<file path="config.mk">
export PLATFORM = sky130hd
export DESIGN_NAME = sys_bus_hs
export DESIGN_NICKNAME = d
export VERILOG_FILES = /design/src/rtl/sys_bus_hs.sv
export SDC_FILE = /design/constraint.sdc
export NUM_CORES = 1
export LEC_CHECK = 0
export ABC_AREA = 1
export CORE_AREA = 2 2 123 125
export DETAILED_ROUTE_END_ITERATION = 10
export DIE_AREA = 0 0 125 127
export DONT_BUFFER_PORTS = 1
export PLACE_DENSITY = 0.78
export RECOVER_POWER = 50
export SLEW_MARGIN = 30
export SYNTH_ARGS = -nofsm -noshare
export SYNTH_HDL_FRONTEND = slang
export SYNTH_SLANG_ARGS = --single-unit
</file>
<file path="constraint.sdc">
create_clock -name clk -period 5.45 [get_ports clk]
set_clock_uncertainty 0.2 [all_clocks]
set_input_delay 0.8175 -clock clk [delete_from_list [all_inputs] [get_ports clk]]
set_output_delay 0.8175 -clock clk [all_outputs]
set_load 0.02 [all_outputs]
</file>
<file path="src/rtl/sys_bus_hs.sv">
// Handshaked single-master system bus: registers a CPU request, drives one-hot
// slave select until ack or timeout, then returns a one-cycle response.
module sys_bus_hs #(
  parameter int unsigned N_SLV    = 4,
  parameter int unsigned DW       = 32,
  parameter int unsigned AW       = 32,
  parameter int unsigned SEL_LSB  = 28,
  parameter int unsigned TIMEOUT  = 255,
  parameter logic [31:0] ERR_DATA = 32'hDEAD_BEEF
) (
  input  logic                clk,
  input  logic                rst,
  input  logic                cpu_req,
  input  logic                cpu_wen,
  input  logic [AW-1:0]       cpu_addr,
  input  logic [DW-1:0]       cpu_wdata,
  input  logic [DW/8-1:0]     cpu_wstrb,
  output logic                cpu_ready,
  output logic [DW-1:0]       cpu_rdata,
  output logic                cpu_err,
  output logic [N_SLV-1:0]    slv_req,
  output logic                slv_wen,
  output logic [AW-1:0]       slv_addr,
  output logic [DW-1:0]       slv_wdata,
  output logic [DW/8-1:0]     slv_wstrb,
  input  logic [N_SLV*DW-1:0] slv_rdata,
  input  logic [N_SLV-1:0]    slv_ack,
  output logic                bus_busy,
  output logic [7:0]          err_cnt
);

  localparam int unsigned HW      = AW - SEL_LSB;
  localparam int unsigned SW      = DW / 8;
  localparam int unsigned TW      = (TIMEOUT > 1) ? $clog2(TIMEOUT) : 1;
  localparam int unsigned TO_LAST = (TIMEOUT == 0) ? 0 : TIMEOUT - 1;
  localparam logic [DW-1:0] ERR_D = DW'(ERR_DATA);

  typedef enum logic [1:0] {S_IDLE, S_ACCESS, S_RESP} state_t;

  state_t            r_state, w_state_nxt;
  logic [HW-1:0]     r_idx, w_idx_nxt;
  logic [TW-1:0]     r_cnt, w_cnt_nxt;
  logic              r_err, w_err_nxt;
  logic [DW-1:0]     r_cap_data, w_cap_data_nxt;
  logic [N_SLV-1:0]  r_slv_req, w_slv_req_nxt;
  logic              r_slv_wen, w_slv_wen_nxt;
  logic [AW-1:0]     r_slv_addr, w_slv_addr_nxt;
  logic [DW-1:0]     r_slv_wdata, w_slv_wdata_nxt;
  logic [SW-1:0]     r_slv_wstrb, w_slv_wstrb_nxt;
  logic              r_cpu_ready, w_cpu_ready_nxt;
  logic [DW-1:0]     r_cpu_rdata, w_cpu_rdata_nxt;
  logic              r_cpu_err, w_cpu_err_nxt;
  logic              r_busy, w_busy_nxt;
  logic [7:0]        r_err_cnt, w_err_cnt_nxt;

  logic [HW-1:0]     w_cpu_idx;
  logic              w_mapped;
  logic [N_SLV-1:0]  w_dec_req;
  logic [DW-1:0]     w_sel_rdata;
  logic              w_sel_ack;

  assign w_cpu_idx = cpu_addr[AW-1:SEL_LSB];
  assign w_mapped  = 32'(w_cpu_idx) < N_SLV;

  // Address-head decode and mux of the selected slave's ack/read data
  always_comb begin
    w_sel_rdata = '0;
    w_sel_ack   = 1'b0;
    w_dec_req   = '0;
    for (int i = 0; i < N_SLV; i++) begin
      if (r_idx == HW'(i)) begin
        w_sel_rdata = slv_rdata[i*DW +: DW];
        w_sel_ack   = slv_ack[i];
      end
      if (w_cpu_idx == HW'(i)) w_dec_req[i] = 1'b1;
    end
  end

  // Next-state and next-output logic
  always_comb begin
    w_state_nxt     = r_state;
    w_idx_nxt       = r_idx;
    w_cnt_nxt       = r_cnt;
    w_err_nxt       = r_err;
    w_cap_data_nxt  = r_cap_data;
    w_slv_req_nxt   = r_slv_req;
    w_slv_wen_nxt   = r_slv_wen;
    w_slv_addr_nxt  = r_slv_addr;
    w_slv_wdata_nxt = r_slv_wdata;
    w_slv_wstrb_nxt = r_slv_wstrb;
    w_cpu_ready_nxt = 1'b0;
    w_cpu_rdata_nxt = '0;
    w_cpu_err_nxt   = 1'b0;
    w_err_cnt_nxt   = r_err_cnt;
    case (r_state)
      S_IDLE: begin
        if (cpu_req) begin
          w_slv_wen_nxt   = cpu_wen;
          w_slv_addr_nxt  = cpu_addr;
          w_slv_wdata_nxt = cpu_wdata;
          w_slv_wstrb_nxt = cpu_wstrb;
          w_idx_nxt       = w_cpu_idx;
          if (w_mapped) begin
            w_slv_req_nxt = w_dec_req;
            w_cnt_nxt     = '0;
            w_state_nxt   = S_ACCESS;
          end else begin
            w_err_nxt      = 1'b1;
            w_cap_data_nxt = cpu_wen ? '0 : ERR_D;
            w_state_nxt    = S_RESP;
          end
        end
      end
      S_ACCESS: begin
        // Ack wins over a coinciding timeout edge
        if (w_sel_ack) begin
          w_cap_data_nxt = r_slv_wen ? '0 : w_sel_rdata;
          w_err_nxt      = 1'b0;
          w_slv_req_nxt  = '0;
          w_state_nxt    = S_RESP;
        end else if (TIMEOUT != 0 && r_cnt == TW'(TO_LAST)) begin
          w_cap_data_nxt = r_slv_wen ? '0 : ERR_D;
          w_err_nxt      = 1'b1;
          w_slv_req_nxt  = '0;
          w_state_nxt    = S_RESP;
        end else begin
          w_cnt_nxt = r_cnt + TW'(1);
        end
      end
      S_RESP: begin
        w_cpu_ready_nxt = 1'b1;
        w_cpu_rdata_nxt = r_cap_data;
        w_cpu_err_nxt   = r_err;
        if (r_err && r_err_cnt != 8'hFF) w_err_cnt_nxt = r_err_cnt + 8'd1;
        w_state_nxt     = S_IDLE;
      end
      default: w_state_nxt = S_IDLE;
    endcase
    w_busy_nxt = (w_state_nxt != S_IDLE);
  end

  always_ff @(posedge clk or posedge rst) begin
    if (rst) begin
      r_state     <= S_IDLE;
      r_idx       <= '0;
      r_cnt       <= '0;
      r_err       <= 1'b0;
      r_cap_data  <= '0;
      r_slv_req   <= '0;
      r_slv_wen   <= 1'b0;
      r_slv_addr  <= '0;
      r_slv_wdata <= '0;
      r_slv_wstrb <= '0;
      r_cpu_ready <= 1'b0;
      r_cpu_rdata <= '0;
      r_cpu_err   <= 1'b0;
      r_busy      <= 1'b0;
      r_err_cnt   <= '0;
    end else begin
      r_state     <= w_state_nxt;
      r_idx       <= w_idx_nxt;
      r_cnt       <= w_cnt_nxt;
      r_err       <= w_err_nxt;
      r_cap_data  <= w_cap_data_nxt;
      r_slv_req   <= w_slv_req_nxt;
      r_slv_wen   <= w_slv_wen_nxt;
      r_slv_addr  <= w_slv_addr_nxt;
      r_slv_wdata <= w_slv_wdata_nxt;
      r_slv_wstrb <= w_slv_wstrb_nxt;
      r_cpu_ready <= w_cpu_ready_nxt;
      r_cpu_rdata <= w_cpu_rdata_nxt;
      r_cpu_err   <= w_cpu_err_nxt;
      r_busy      <= w_busy_nxt;
      r_err_cnt   <= w_err_cnt_nxt;
    end
  end

  assign cpu_ready = r_cpu_ready;
  assign cpu_rdata = r_cpu_rdata;
  assign cpu_err   = r_cpu_err;
  assign slv_req   = r_slv_req;
  assign slv_wen   = r_slv_wen;
  assign slv_addr  = r_slv_addr;
  assign slv_wdata = r_slv_wdata;
  assign slv_wstrb = r_slv_wstrb;
  assign bus_busy  = r_busy;
  assign err_cnt   = r_err_cnt;

endmodule

</file>
==> Yosys cells after proc, flatten, opt, wreduce, memory -nomap -nowiden <==
Index checks and enable logic that the tools add are counted.
{ "op_classes": {"addsub": 2, "magnitude_cmp": 1, "eq_ne": 16, "mux": 43, "reduce_logical": 11} }
{ "ops": {"columns": ["cell", "n"], "rows": [
  ["32-bit two-way mux", 12],
  ["32-bit one-hot mux with 2 select lines", 1],
  ["8-bit two-way mux", 4],
  ["8-bit by 1-bit adder with 8-bit output (second input constant)", 2],
  ["4-bit by 2-bit equality test with 1-bit output (second input constant)", 4],
  ["4-bit two-way mux", 4],
  ["8-bit one-hot mux with 2 select lines", 1],
  ["1-bit two-way mux", 14],
  ["2-bit inequality test (second input constant)", 5],
  ["4-bit by 1-bit equality test with 1-bit output (second input constant)", 2],
  ["8-bit equality test (second input constant)", 1],
  ["4-bit logical NOT", 2],
  ["2-bit two-way mux", 4],
  ["8-bit inequality test (second input constant)", 1],
  ["4-bit one-hot mux with 2 select lines", 1],
  ["4-bit AND reduction", 2],
  ["5-bit AND reduction", 1],
  ["4-bit by 3-bit less-than comparator with 1-bit output (second input constant)", 1],
  ["2-bit one-hot mux with 2 select lines", 1],
  ["2-bit AND reduction", 2],
  ["2-bit nonzero test", 2],
  ["3-bit inequality test (second input constant)", 1],
  ["2-bit by 1-bit equality test with 1-bit output (second input constant)", 1],
  ["2-bit equality test (second input constant)", 1],
  ["other kinds (3)", 3]
]} }
{ "word_totals": {"regBits": 163, "input_bits": 204, "out_inout_bits": 116, "wordCells": 88} }

==> Logic depth before layout (Yosys ltp) <==
{ "depth": {"word_depth": 8, "mapped_depth": 12, "mapped_depth_nobuf": 11} }

==> Worst setup path before layout <==
OpenSTA, ideal clock, no wires.
{ "synth_path": {"path_kind": "input -> register", "from": "in cpu_req", "to": "reg r_cap_data[0]", "setup_time_ns": 0.066, "arrival_time_ns": 1.731, "t_required_ns": 5.184, "path_slack_ns": 3.452, "cell_stages": 8, "path_buffers": 1, "path_cell_list": "nand2_2 inv_2 nand2_1 nand2_1 inv_1 clkbuf_1 nand4_1 nand2_1"} }
{ "synth_via": {"elab_chain_cells": 2} }
{ "synth_lines": {"columns": ["item", "line", "source"], "rows": [
  ["start, declared", "13", "input logic cpu_req,"],
  ["2-bit inequality test (no source line)", null, null],
  ["4-bit AND reduction (no source line)", null, null],
  ["end signal, assigned", "164", "r_cap_data <= w_cap_data_nxt;"],
  ["end, declared", "44", "logic [DW-1:0] r_cap_data, w_cap_data_nxt;"]
]} }
Every way passes these cells.
A chain may end at the register's enable or synchronous reset.

==> Worst setup path after layout <==
{ "layout_path": {"from": "reg r_state[1]", "to": "reg r_err"} }
{ "layout_via": {"elab_chain_cells": 3, "elab_cells_between_ends": 8, "cone_classes": "eq/ne (4); mux (1); reduce/logical (3)"} }
{ "layout_lines": {"columns": ["item", "line", "source"], "rows": [
  ["start, declared", "40", "state_t r_state, w_state_nxt;"],
  ["start signal, assigned", "160", "r_state <= w_state_nxt;"],
  ["2-bit by 1-bit equality test with 1-bit output or 2-bit logical NOT (tied branches)", "95", "case (r_state)"],
  ["3-bit inequality test (no source line), or another cell as far along", null, null],
  ["4-bit AND reduction (no source line)", null, null],
  ["end signal, assigned", "163", "r_err <= w_err_nxt;"],
  ["end, declared", "43", "logic r_err, w_err_nxt;"]
]} }
Several ways; a longest one is shown, not always the timed one.

==> flow_metrics.py <==
metrics = {
    "outcome": {
        "status": "finished, violations left",
        "violations": "capacitance limit, slew limit",
    },
    "place": {
        "gp_congestion": 0.899,
        "place_hpwl_um": 15300,
        "dpl.cell_count": 1138,
        "port_buffers": 0,
    },
    "setup_path": {
        "crit_buf_inv": 3,
        "arrival_ps": 3590,
        "worst-path-stages": 9,
        "cp-start-kind": "flop",
        "path_class": "reg -> reg",
        "cp_max_fo": 69,
        "reg2reg_depth": 9,
        "cp_slowest_stage_delay_ps": 650,
        "crit_family": "buffers and inverters",
        "worstSetupEndpointType": "flop",
        "required_ps": 5560,
        "cpMaxStageDelayCell": "clkinv_2",
        "crit_chain": "nor2_1, nand2_2, clkinv_2, nand2_1, nand2_1, inv_1, nand3_4, o21bai_1, inv_1",
    },
    "sta": {
        "maxSlewHeadroom_pct": -86.4,
        "tightest_slew_ps": 2800,
        "setup_viol": 0,
        "slew_viol_final": 194,
        "rsz0062_at_grt": "no",
        "max_freq_mhz": 287,
        "post-route-period-util_pct": 64.0,
        "fin_setup_tns_ps": 0,
        "period_minus_slack_ps": 3490,
        "hold_viol": 0,
    },
    "cts": {
        "cts.sinks": 159,
        "clk_pin_slew_ps": 70,
        "cts-resized-gates": 0,
        "cts_tree": "yes",
        "postCtsSetupRepairBufs": 0,
        "h-tree-depth": 4,
        "cts_buffer_depth": 2,
        "root_buffer": "clkbuf_16",
        "clock_latency_ps": 420,
        "holdBufCountCts": 0,
        "cts_buffers": 17,
    },
    "finish": {
        "finalNetCount": 1180,
        "n_fill_cell": 1324,
        "fin_cells": 1172,
        "multi_input_comb_area_um2": 3300,
        "drive_gt1_share_pct": 9.23,
        "ff_latch_area_um2": 3980,
        "syn2layout_area_growth_pct": 7.98,
    },
    "route": {
        "routedWlPerCell_um": 18.7,
        "ant_nets": 0,
        "wl_um": 21900,
        "post_drt_via_cell_ratio": 5.66,
        "drc": 0,
        "dr_total_vias": 6639,
        "firstDrtPassIters": 6,
        "initialDrtViolationCount": 507,
    },
    "global_route": {
        "grt_max_degree": 123,
        "grt-ovfl-total": 0,
        "grt_pass1_wl_um": 34100,
        "antenna_found_initial": 3,
        "grtUsageTotal_pct": 27.6,
        "grt_pass1_vias": 6319,
    },
    "logic_synthesis": {
        "syn-cell-area_um2": 7750,
        "synth_cell_type_count": 33,
        "postSynth.asyncResetShare_pct": 100,
        "yosysWarnings": 0,
        "synth_edf_count": 0,
        "yosysSeqAreaShare_pct": 51.3,
        "synth_area_per_cell_um2": 7.76,
        "synthFlopType": "dfrtp_1",
        "synthesis.instances": 999,
        "ys_ff_latch": 159,
        "syn_nets": 1206,
    },
    "hold_path": {
        "worstHoldPathCells": 2,
        "worstHoldPathType": "in -> reg",
    },
    "floorplanning": {
        "io_pins": 320,
        "start_util_pct": 53.7,
        "num_rows": 44,
        "fp.dieW_um": 125,
        "core_area_um2": 14400,
        "die_h_um": 127,
        "die-area_um2": 15900,
    },
    "power_and_ir_drop": {
        "p_per_area_nw_per_um2": 634,
        "leakage_nw": 4.20,
        "ir_drop_mv": 0.568,
    },
    "run": {
        "drv_cap": 2,
    },
}
## cell usage after synthesis, drive strengths merged (2+ instances only)
library cell / instances / area, um^2
nor2: 64 / 273
dfrtp: 159 / 3980
nand2: 418 / 1610
xor2: 9 / 78.8
nand4: 25 / 156
o21bai: 5 / 37.5
ha: 3 / 37.5
nor3: 8 / 45.0
nor3b: 2 / 15.0
buf: 16 / 97.6
inv: 68 / 255
clkbuf: 35 / 131
nand3: 102 / 528
o21ai: 38 / 209
nor4: 2 / 12.5
or2: 34 / 213
a31oi: 8 / 50.1
## layer usage
layer | GRT usage, % | share of wire [%] | vias up
li1 | - | - | 3088
met1 | 34.4 | 40 | 3137
met2 | 44.0 | 47 | 366
met3 | 9.76 | 10 | 48
met4 | 11.6 | 2.4 | 0
met5 | 0 | 0 | -
## power breakdown
| part | internal, mW | switching (mW) | total (mW) |
|---|---|---|---|
| Clock | 0.616 | 0.501 | 1.12 |
| Combinational | 0.545 | 1.20 | 1.75 |
| Sequential | 1.63 | 0.811 | 2.44 |
## final cells by class
class	count	share of cell area (%)
Clock buffer	19	5.41
Inverter	68	3.11
Tap cell	184	2.75
Sequential cell	159	47.6
Multi-Input combinational cell	721	39.4
Timing Repair Buffer	6	0.493
Antenna cell	2	0.0598
Clock inverter	13	1.23
## sequential cells by signal, indices dropped and copies added, names as in the netlist
signal      cells
cpu_ready       1
bus_busy        1
slv_wstrb       4
cpu_err         1
r_cnt           8
slv_wen         1
r_state         2
cpu_rdata      32
slv_req         4
r_cap_data     32
slv_addr       28
slv_wdata      32
r_idx           4
err_cnt         8
r_err           1
## kinds of logic (layout without fill, tap and decap cells)
group | after synthesis | count (layout) | share of synthesized area, %
buffers and inverters | 119 | 106 | 6.25
flip-flops | 159 | 159 | 51.3
AND/OR/NAND/NOR | 655 | 655 | 36.8
XOR/XNOR | 10 | 10 | 1.13
AO/OA/AOI/OAI | 53 | 53 | 3.99
other | 0 | 2 | 0
adder cells (fa/ha/maj) | 3 | 3 | 0.484
## path summary, 6_finish.rpt
path                            slack [ps]            end      startpoint
worst max-delay path                  1960          r_err      r_state[1]
worst min-delay path                   300   slv_addr[12]    cpu_addr[12]
worst max register to register        1960          r_err      r_state[1]
worst min register to register         300  cpu_rdata[30]  r_cap_data[30]
max in group asynchronous             2740  cpu_rdata[14]             rst
min in group asynchronous              810  slv_wdata[22]             rst
## worst reg2reg max path, delay by kind of cell, from the launching register on
kind                   cells  cell delay [ps]
and+or+nand+nor            5             1110
AOI/OAI and AO/OA          1              290
buffers and inverters      3             1360
DFF                        1              400
## cells in the final DEF, fill, tap and decap left out, drive strengths merged
cell type	n
dfrtp	159
nand2	418
nor2	64
a31oi	8
clkinvlp	3
a21oi	1
diode	2
o31ai	1
nand3	102
xnor2	1
clkinv	5
nand4	25
ha	3
buf	5
nor3	8
clkbuf	20
xor2	9
o21bai	5
o21ai	38
nor4	2
inv	73
nor3b	2
or2	34
## metrics by stage
| stage | hold slack, ps | power [mW] | util [%] | cell area [um^2] | worst slack [ps] |
|---|---|---|---|---|---|
| 2_1_floorplan | 247 | 3.68 | - | 7750 | 141 |
| 4_1_cts | 238 | 5.30 | 58.1 | 8380 | 2190 |
| 3_5_place_dp | 276 | 4.17 | 54.2 | 7820 | 2120 |
| 6_report | 295 | 5.30 | 58.0 | 8370 | 1960 |
| 3_3_place_gp | 281 | 4.12 | 54.1 | 7800 | 2140 |
| 5_1_grt | 284 | 5.67 | 58.0 | 8370 | 1680 |
Power figures use the tool's default switching activity.
